[config.mk]
export PLATFORM = sky130hd
export DESIGN_NAME = loopback_nch
export DESIGN_NICKNAME = d
export VERILOG_FILES = /design/src/rtl/loopback_nch.sv
export SDC_FILE = /design/constraint.sdc
export NUM_CORES = 1
export LEC_CHECK = 0
export BUFFER_PORTS_ARGS = -buffer_cell sky130_fd_sc_hd__buf_2
export CAP_MARGIN = 20
export CORE_MARGIN = 2
export CORE_UTILIZATION = 55
export CTS_CLUSTER_DIAMETER = 50
export DETAILED_ROUTE_END_ITERATION = 6
export PLACE_DENSITY = 0.72
export SETUP_SLACK_MARGIN = 0.02
export SLEW_MARGIN = 10
export SYNTH_ARGS = -nofsm -noshare
export SYNTH_HDL_FRONTEND = slang
export SYNTH_SLANG_ARGS = --single-unit
[constraint.sdc]
create_clock -name clk_i -period 7.9 [get_ports clk_i]
set_input_delay 0.395 -clock clk_i [delete_from_list [all_inputs] [get_ports clk_i]]
set_output_delay 0.395 -clock clk_i [all_outputs]
set_load 0.05 [all_outputs]
[src/rtl/loopback_nch.sv]
`default_nettype none
// ============================================================================
// Module   : loopback_nch
// Purpose  : Multi-channel USB CDC loopback engine. Each channel owns a byte
//            FIFO. Host OUT bytes are routed into the FIFOs as direct
//            loopback, rotated to the next channel, or discarded (sink). The
//            FIFOs drain to the host IN side. A stretched activity LED is
//            driven from any OUT/IN transfer.
// Revision : 1.0 - initial release
// ============================================================================
module loopback_nch #(
    parameter int CHANNELS         = 2,
    parameter int DEPTH            = 16,
    parameter int LED_STRETCH_BITS = 20
) (
    input  logic                                  clk_i,
    input  logic                                  rstn_i,
    input  logic [1:0]                            mode_i,
    input  logic [8*CHANNELS-1:0]                 out_data_i,
    input  logic [CHANNELS-1:0]                   out_valid_i,
    output logic [CHANNELS-1:0]                   out_ready_o,
    output logic [8*CHANNELS-1:0]                 in_data_o,
    output logic [CHANNELS-1:0]                   in_valid_o,
    input  logic [CHANNELS-1:0]                   in_ready_i,
    output logic [CHANNELS*($clog2(DEPTH)+1)-1:0] level_o,
    output logic [1:0]                            mode_o,
    output logic                                  led_o
);

    localparam int            AW          = $clog2(DEPTH);
    localparam int            LW          = AW + 1;
    localparam logic [LW-1:0] FULL_LEVEL  = LW'(DEPTH);
    localparam logic [1:0]    MODE_ROTATE = 2'd1;
    localparam logic [1:0]    MODE_SINK   = 2'd2;

    logic [1:0]                  mode_q, mode_d;
    logic [LED_STRETCH_BITS-1:0] led_cnt_q, led_cnt_d;

    logic                is_sink;
    logic                is_rot;
    logic [CHANNELS-1:0] is_full;
    logic [CHANNELS-1:0] wr_en;
    logic [CHANNELS-1:0] rd_en;
    logic                any_xfer;
    logic                all_empty;

    // Mode 3 is not decoded, so it behaves as direct loopback.
    assign is_sink = (mode_q == MODE_SINK);
    assign is_rot  = (mode_q == MODE_ROTATE);

    for (genvar i = 0; i < CHANNELS; i++) begin : g_ch
        // Fixed partners in rotate mode; both collapse to i when CHANNELS=1.
        localparam int ROT_DST = (i + 1) % CHANNELS;
        localparam int ROT_SRC = (i + CHANNELS - 1) % CHANNELS;

        logic [7:0]    ram_q [DEPTH];
        logic [AW-1:0] wptr_q, wptr_d;
        logic [AW-1:0] rptr_q, rptr_d;
        logic [LW-1:0] level_q, level_d;
        logic [7:0]    wr_data;

        // Source i is gated only by its destination FIFO being full; sink
        // mode accepts everything. Built from registered state only.
        assign out_ready_o[i] = is_sink | (is_rot ? ~is_full[ROT_DST] : ~is_full[i]);

        // Exactly one source can feed FIFO i in each mode, so no arbitration.
        assign wr_en[i] = ~is_sink & (is_rot ? (out_valid_i[ROT_SRC] & out_ready_o[ROT_SRC])
                                             : (out_valid_i[i] & out_ready_o[i]));
        assign wr_data  = is_rot ? out_data_i[8*ROT_SRC +: 8] : out_data_i[8*i +: 8];

        assign is_full[i]    = (level_q == FULL_LEVEL);
        assign in_valid_o[i] = (level_q != '0);
        assign rd_en[i]      = in_valid_o[i] & in_ready_i[i];

        // Head byte masked to zero while empty, since the RAM is never reset.
        assign in_data_o[8*i +: 8] = in_valid_o[i] ? ram_q[rptr_q] : 8'h00;
        assign level_o[LW*i +: LW] = level_q;

        // Next pointers and occupancy; simultaneous write and read keep level.
        always_comb begin
            wptr_d  = wptr_q;
            rptr_d  = rptr_q;
            level_d = level_q;
            if (wr_en[i]) begin
                wptr_d = wptr_q + 1'b1;
            end
            if (rd_en[i]) begin
                rptr_d = rptr_q + 1'b1;
            end
            case ({wr_en[i], rd_en[i]})
                2'b10:   level_d = level_q + 1'b1;
                2'b01:   level_d = level_q - 1'b1;
                default: level_d = level_q;
            endcase
        end

        // FIFO control registers, emptied asynchronously on reset.
        always_ff @(posedge clk_i or negedge rstn_i) begin
            if (!rstn_i) begin
                wptr_q  <= '0;
                rptr_q  <= '0;
                level_q <= '0;
            end else begin
                wptr_q  <= wptr_d;
                rptr_q  <= rptr_d;
                level_q <= level_d;
            end
        end

        // Byte storage; contents are don't-care until written.
        always_ff @(posedge clk_i) begin
            if (wr_en[i]) begin
                ram_q[wptr_q] <= wr_data;
            end
        end
    end

    assign any_xfer  = (|(out_valid_i & out_ready_o)) | (|rd_en);
    assign all_empty = ~|in_valid_o;

    // Mode only switches on a fully idle, empty engine; LED reloads on traffic.
    always_comb begin
        mode_d    = mode_q;
        led_cnt_d = led_cnt_q;
        if (all_empty && !any_xfer) begin
            mode_d = mode_i;
        end
        if (any_xfer) begin
            led_cnt_d = '1;
        end else if (led_cnt_q != '0) begin
            led_cnt_d = led_cnt_q - 1'b1;
        end
    end

    // Mode and LED stretch registers.
    always_ff @(posedge clk_i or negedge rstn_i) begin
        if (!rstn_i) begin
            mode_q    <= '0;
            led_cnt_q <= '0;
        end else begin
            mode_q    <= mode_d;
            led_cnt_q <= led_cnt_d;
        end
    end

    assign mode_o = mode_q;
    assign led_o  = |led_cnt_q;

endmodule
`default_nettype wire
### After elaboration in Yosys (flattened, before gate mapping)

Memory sizes are Yosys's and may differ from the RTL's.
Cells that the tools add are included.
W data, S select, Z words.

* output and inout port bits: 33
* bits of input ports: 24
* bits in registers: 48
* RAM bits: 256
* memories: 2

* reduce and logical (&&, ||, !) cells: 13
* $add $sub $neg: 9
* bitwise logic cells: 13
* muxes and demuxes: 16
* equal/unequal tests: 8

Memories
* g_ch[0].ram_q: depth 16, bits a word 8, rd ports 1, clocked after memory_dff 0, wr ports 1, line 56 `logic [7:0] ram_q [DEPTH];`
* g_ch[1].ram_q: depth 16, bits a word 8, rd ports 1, clocked after memory_dff 0, wr ports 1, line 56

Operator list (count)
* $mux W20: 2
* $mux W8: 4
* $pmux W5 S2: 2
* $reduce_bool A20 Y1: 1
* $reduce_or A20 Y1: 1
* $sub A20 B1 Y20 const B: 1
* $add A4 B1 Y4 const B: 4
* $add A5 B1 Y5 const B: 2
* $eq A5 B5 Y1 const B: 2
* $reduce_bool A5 Y1: 2
* $sub A5 B1 Y5 const B: 2
* $mux W1: 8
* $and A1 B1 Y1: 6
* $eq A2 B1 Y1 const B: 3
* $eq A2 B2 Y1 const B: 3
* $reduce_bool A2 Y1: 3
* $reduce_or A2 Y1: 3
* $not A1 Y1: 3
* $or A1 B1 Y1: 3
* $and A2 B2 Y2: 1
* $logic_not A1 Y1: 2
* $logic_and A1 B1 Y1: 1

### Logic depth before layout (Yosys ltp)

* depth after elaboration: 9
* mapped depth: 15
* depth with buffers taken out: 12

### Worst setup path before layout

OpenSTA, ideal clock, no wires.

* path type: register -> register
* from: register mode_q[1], in the netlist mode_o[1]
* to: register g_ch[0].level_q[4]
* data required time: 7.753 ns
* arrival time: 3.126 ns
* setup time: 0.147 ns
* stages on the path, launching flop included: 15
* clock period less this slack: 3.273 ns
* path slack: 4.627 ns
* cells stage by stage: dfrtp_1 clkbuf_1 nand2_1 and3_1 a211oi_2 inv_1 ha_1 clkbuf_1 xor2_1 ha_1 o21a_1 o221ai_1 and3_1 o21bai_1 xnor2_1

* longest elaborated chain between the ends: 8
* elaborated cells on any way between the ends: 15

Ends and longest elaborated chain
* start: declaration: line 36 `logic [1:0] mode_q, mode_d;`
* start signal: assignment: line 141 `mode_q <= mode_d;`
* $eq A2 B1 Y1: line 49 `assign is_rot = (mode_q == MODE_ROTATE);`
* $mux W1: line 64 `assign out_ready_o[i] = is_sink | (is_rot ? ~is_full[ROT_DST] : ~is_full[i]);`
* $or A1 B1 Y1: line 64
* $and A1 B1 Y1 (on tied branches): line 68, 67
* $mux W1: line 67 `assign wr_en[i] = ~is_sink & (is_rot ? (out_valid_i[ROT_SRC] & out_ready_o[ROT_SRC])`
* $and A1 B1 Y1 (*): line 67
* $eq A2 B1 Y1 or $eq A2 B2 Y1 (tied branches): line 90 `case ({wr_en[i], rd_en[i]})`
* $pmux W5 S2 or $reduce_bool A2 Y1 (tied branches)
* end signal: assignment: line 106 `level_q <= level_d;`
* end: declaration: line 59 `logic [LW-1:0] level_q, level_d;`

Mark *: on every way between the ends. The rest lies on a longest branch, timed or not.
A chain may end at the register's enable or synchronous reset.

### Final worst setup path

* from: register g_ch[1].rptr_q[0]
* to: output in_data_o[10]

* longest elaborated chain between the ends: 2

Ends and longest elaborated chain
* start: declaration: line 58 `logic [AW-1:0] rptr_q, rptr_d;`
* start signal: assignment: line 105 `rptr_q <= rptr_d;`
* $mem_v2 Z16 W8
* $mux W8: line 76 `assign in_data_o[8*i +: 8] = in_valid_o[i] ? ram_q[rptr_q] : 8'h00;`
* end: declaration: line 22 `output logic [8*CHANNELS-1:0] in_data_o,`

No other way between the ends.

==> flow_summary.yaml <==
synth:
  postSynthCellCount: 732
  ys_async_sr_fraction: 0.158
  ys.flop_type: "edfxtp_1"
  synth_top_cell_area_share: 0.589
  syn_nets: 775
  netlist_area_sq_um: 13000
  synth-seq-cells: 304
  yosysSeqAreaShare: 0.681
  ys_warn_count: 0
  syn-mean-instance-area_sq_um: 17.8
  synth.area.top_cells: "edfxtp_1 59%, mux4_2 14%, dfrtp_1 9.2%, mux2_2 2.0%, ha_1 1.8%"
  synth_edf_count: 256
  synth_cell_types: 61
  synth_top_cell_by_area: "edfxtp_1"
sta:
  finalHoldViolCount: 0
  setup_viol: 0
  setup_tns_ns: 0
  hold_ws_ns: 0.136
  max_freq_mhz: 302
  finalClockSkew_ns: 0.0196
  relSlewSlack: 0.300
  rsz0062_at_grt: "false"
  fin_crit_sh: 0.419
  fin_crit_ns: 3.31
  drv_slew: 0
  worstMarginPinSlew_ns: 1.05
setup_path:
  critPathRequiredTime_ns: 7.51
  r2r_start: "mode_o[1]"
  cp_max_fo: 35
  crit_arrival_ns: 2.92
  startpoint_type: "flip-flop"
  worstSetupStartpoint: "g_ch[1].rptr_q[0]"
  worstSetupPathType: "reg2out"
  end_kind: "output port"
pwr:
  p_comb_frac: 0.341
  powerDensity_nw_per_um2: 382
  ir_drop_uv: 641
  power.total_mw: 5.61
  clkPwrFrac: 0.270
  p_int_mw: 3.64
  seqPwrFrac: 0.390
  p_switching_mw: 1.97
  p_leak_nw: 4.92
  p_sw_frac: 0.351
final_layout:
  diodes: 0
  layout-drive-gt1-share: 0.304
  area_growth_syn_to_layout_pct: 12.6
  final_area_sq_um: 14700
  post-route-util: 0.627
  nFillCells: 1654
  nNetsFinal: 841
drt:
  via_count: 6744
  first_iter_violations: 539
  wl_per_cell_microns: 22.4
  ant_nets: 0
  post_drt_via_cell_ratio: 5.91
  first_pass_iters: 5
  wl_mm: 25.6
  drc: 0
global_routing:
  grtUsageTotal: 0.214
  antenna_found_initial: 0
  grt_max_degree: 49
  grt.overflow.total: 0
  grt_pass1_vias: 7009
  grt_pass1_wl_mm: 39.7
cts:
  cts.sinks: 304
  cts.clk_slew.worst_paths_ns: 0.05
  clockBufferDepth: 3
  tritoncts: "done"
  cts-root-buf: "clkbuf_16"
  htreeDepth: 2
  cts_made_buffers: 36
  cts_resized: 0
  cts_setup_buffers: 0
  clkLatencyLatePin_ns: 0.51
floorplan:
  fp.dieH_microns: 158
  top_level_ports: 57
  die_width_microns: 158
  core_area_sq_um: 23400
  dieArea_sq_um: 25000
  start_util: 0.557
  rows: 56
flow_run:
  max-cap-violations: 0
min_path:
  worstHoldStart: "mode_i[0]"
  hold_path.class: "in2reg"
place:
  port_buffers: 56
  placed_cell_area_sq_um: 13600
  place_congestion: 0.871
  dp_hpwl_mm: 16.6
run_status:
  status: "finished, final reports clean"
power by group through the flow:
| stage | sequential (mW) | combinational [mW] | clock (mW) |
|---|---|---|---|
| after global placement | 2.20 | 1.88 | 0 |
| after CTS | 2.19 | 1.93 | 1.54 |
| after floorplan | 2.17 | 1.52 | 0 |
| after detailed placement | 2.22 | 1.92 | 0 |
| final | 2.18 | 1.91 | 1.51 |
| after global routing | 2.21 | 2.04 | 1.60 |
routing by layer:
layer,vias to the layer above,wire length [microns],GRT usage
li1,3002,-,-
met1,3464,10000,0.274
met2,220,13600,0.374
met3,58,1260,0.0307
met4,0,697,0.0785
met5,-,0,0
state kept, by name (all words and copies together), names as in the netlist:
name and flops:
mode_o 2, led_cnt_q 20, g_ch.level_q 10, g_ch.ram_q 256, g_ch.rptr_q 8, g_ch.wptr_q 8
layout by cell type (no fill, tap or decap), drive strengths merged, types with 6 or more instances in the layout:
master and n:
edfxtp 256, mux4 80, buf 68, dfrtp 48, clkbuf 45, nand2 39, nor2 37, mux2 23
inv 21, nor3 19, ha 19, xor2 17, xnor2 17, o21ai 14, and2b 13, o211ai 11
a21oi 11, clkinv 11, nand2b 7, nand4 7, nor4 7, nor2b 6
Yosys cell counts (3+ instances only):
| master | number |
|---|---|
| edfxtp_1 | 256 |
| mux4_2 | 80 |
| dfrtp_1 | 48 |
| nand2_1 | 35 |
| nor2_1 | 35 |
| mux2_2 | 23 |
| clkbuf_1 | 19 |
| ha_1 | 19 |
| inv_1 | 19 |
| nor3_1 | 19 |
| xnor2_1 | 17 |
| xor2_1 | 17 |
| o21ai_0 | 13 |
| o211ai_1 | 11 |
| a21oi_1 | 10 |
| and2b_2 | 8 |
| buf_1 | 7 |
| buf_2 | 7 |
| buf_6 | 7 |
| nand2b_1 | 7 |
| nand4_1 | 7 |
| and2b_1 | 5 |
| and3_1 | 4 |
| nand2_2 | 4 |
| nor2b_1 | 4 |
| nor4_1 | 4 |
| mux2i_1 | 3 |
| nand3_1 | 3 |
cells by family (layout without fill, tap and decap cells):
logic type,Yosys count,after routing,synth area share
simple gates,156,156,0.0674
flops,304,304,0.681
xor+xnor,34,34,0.0228
compound gates,53,53,0.0268
fa+ha+maj,19,19,0.0182
mux,106,106,0.160
buf+inv,60,150,0.0232
worst paths after layout:
kind	to	slack (ns)	cells past startpoint
min	mode_o[0]	0.14	2
max in group asynchronous	g_ch[1].rptr_q[0]	6.99	2
max reg2reg	g_ch[0].level_q[4]	4.61	12
max	in_data_o[10]	4.59	5
min in group asynchronous	g_ch[0].wptr_q[2]	0.44	2
min reg2reg	g_ch[1].level_q[3]	0.54	2
per-stage QoR:
step | instances | setup WS [ns]
floorplan | 732 | 4.63
global placement | 1076 | 4.88
detailed placement | 1076 | 4.66
CTS | 1138 | 4.53
global route | 1141 | 4.30
finish | 1141 | 4.59
critical path, cell delays in order (launching register included):
cell and delay, ns:
dfrtp_2 0.33, buf_4 0.53, mux4_2 0.63, mux4_2 0.48, and2b_2 0.21, buf_2 0.21
final cells by class:
cell class                      count  area [sq um]  area share
Sequential cell                   304          8890       0.606
Inverter                           19          71.3     0.00486
Tap cell                          319           399      0.0272
Clock buffer                       45           956      0.0651
Clock inverter                     17           126     0.00861
Multi-Input combinational cell    368          3850       0.263
Timing Repair Buffer               69           384      0.0262
what timing repair did:
| item | in CTS | in global routing |
|---|---|---|
| endpoints found under the hold margin | 0 | 48 |
| setup endpoints to repair | 0 | 0 |
| hold buffers | 0 | 1 |
Power figures use the tool's default switching activity.
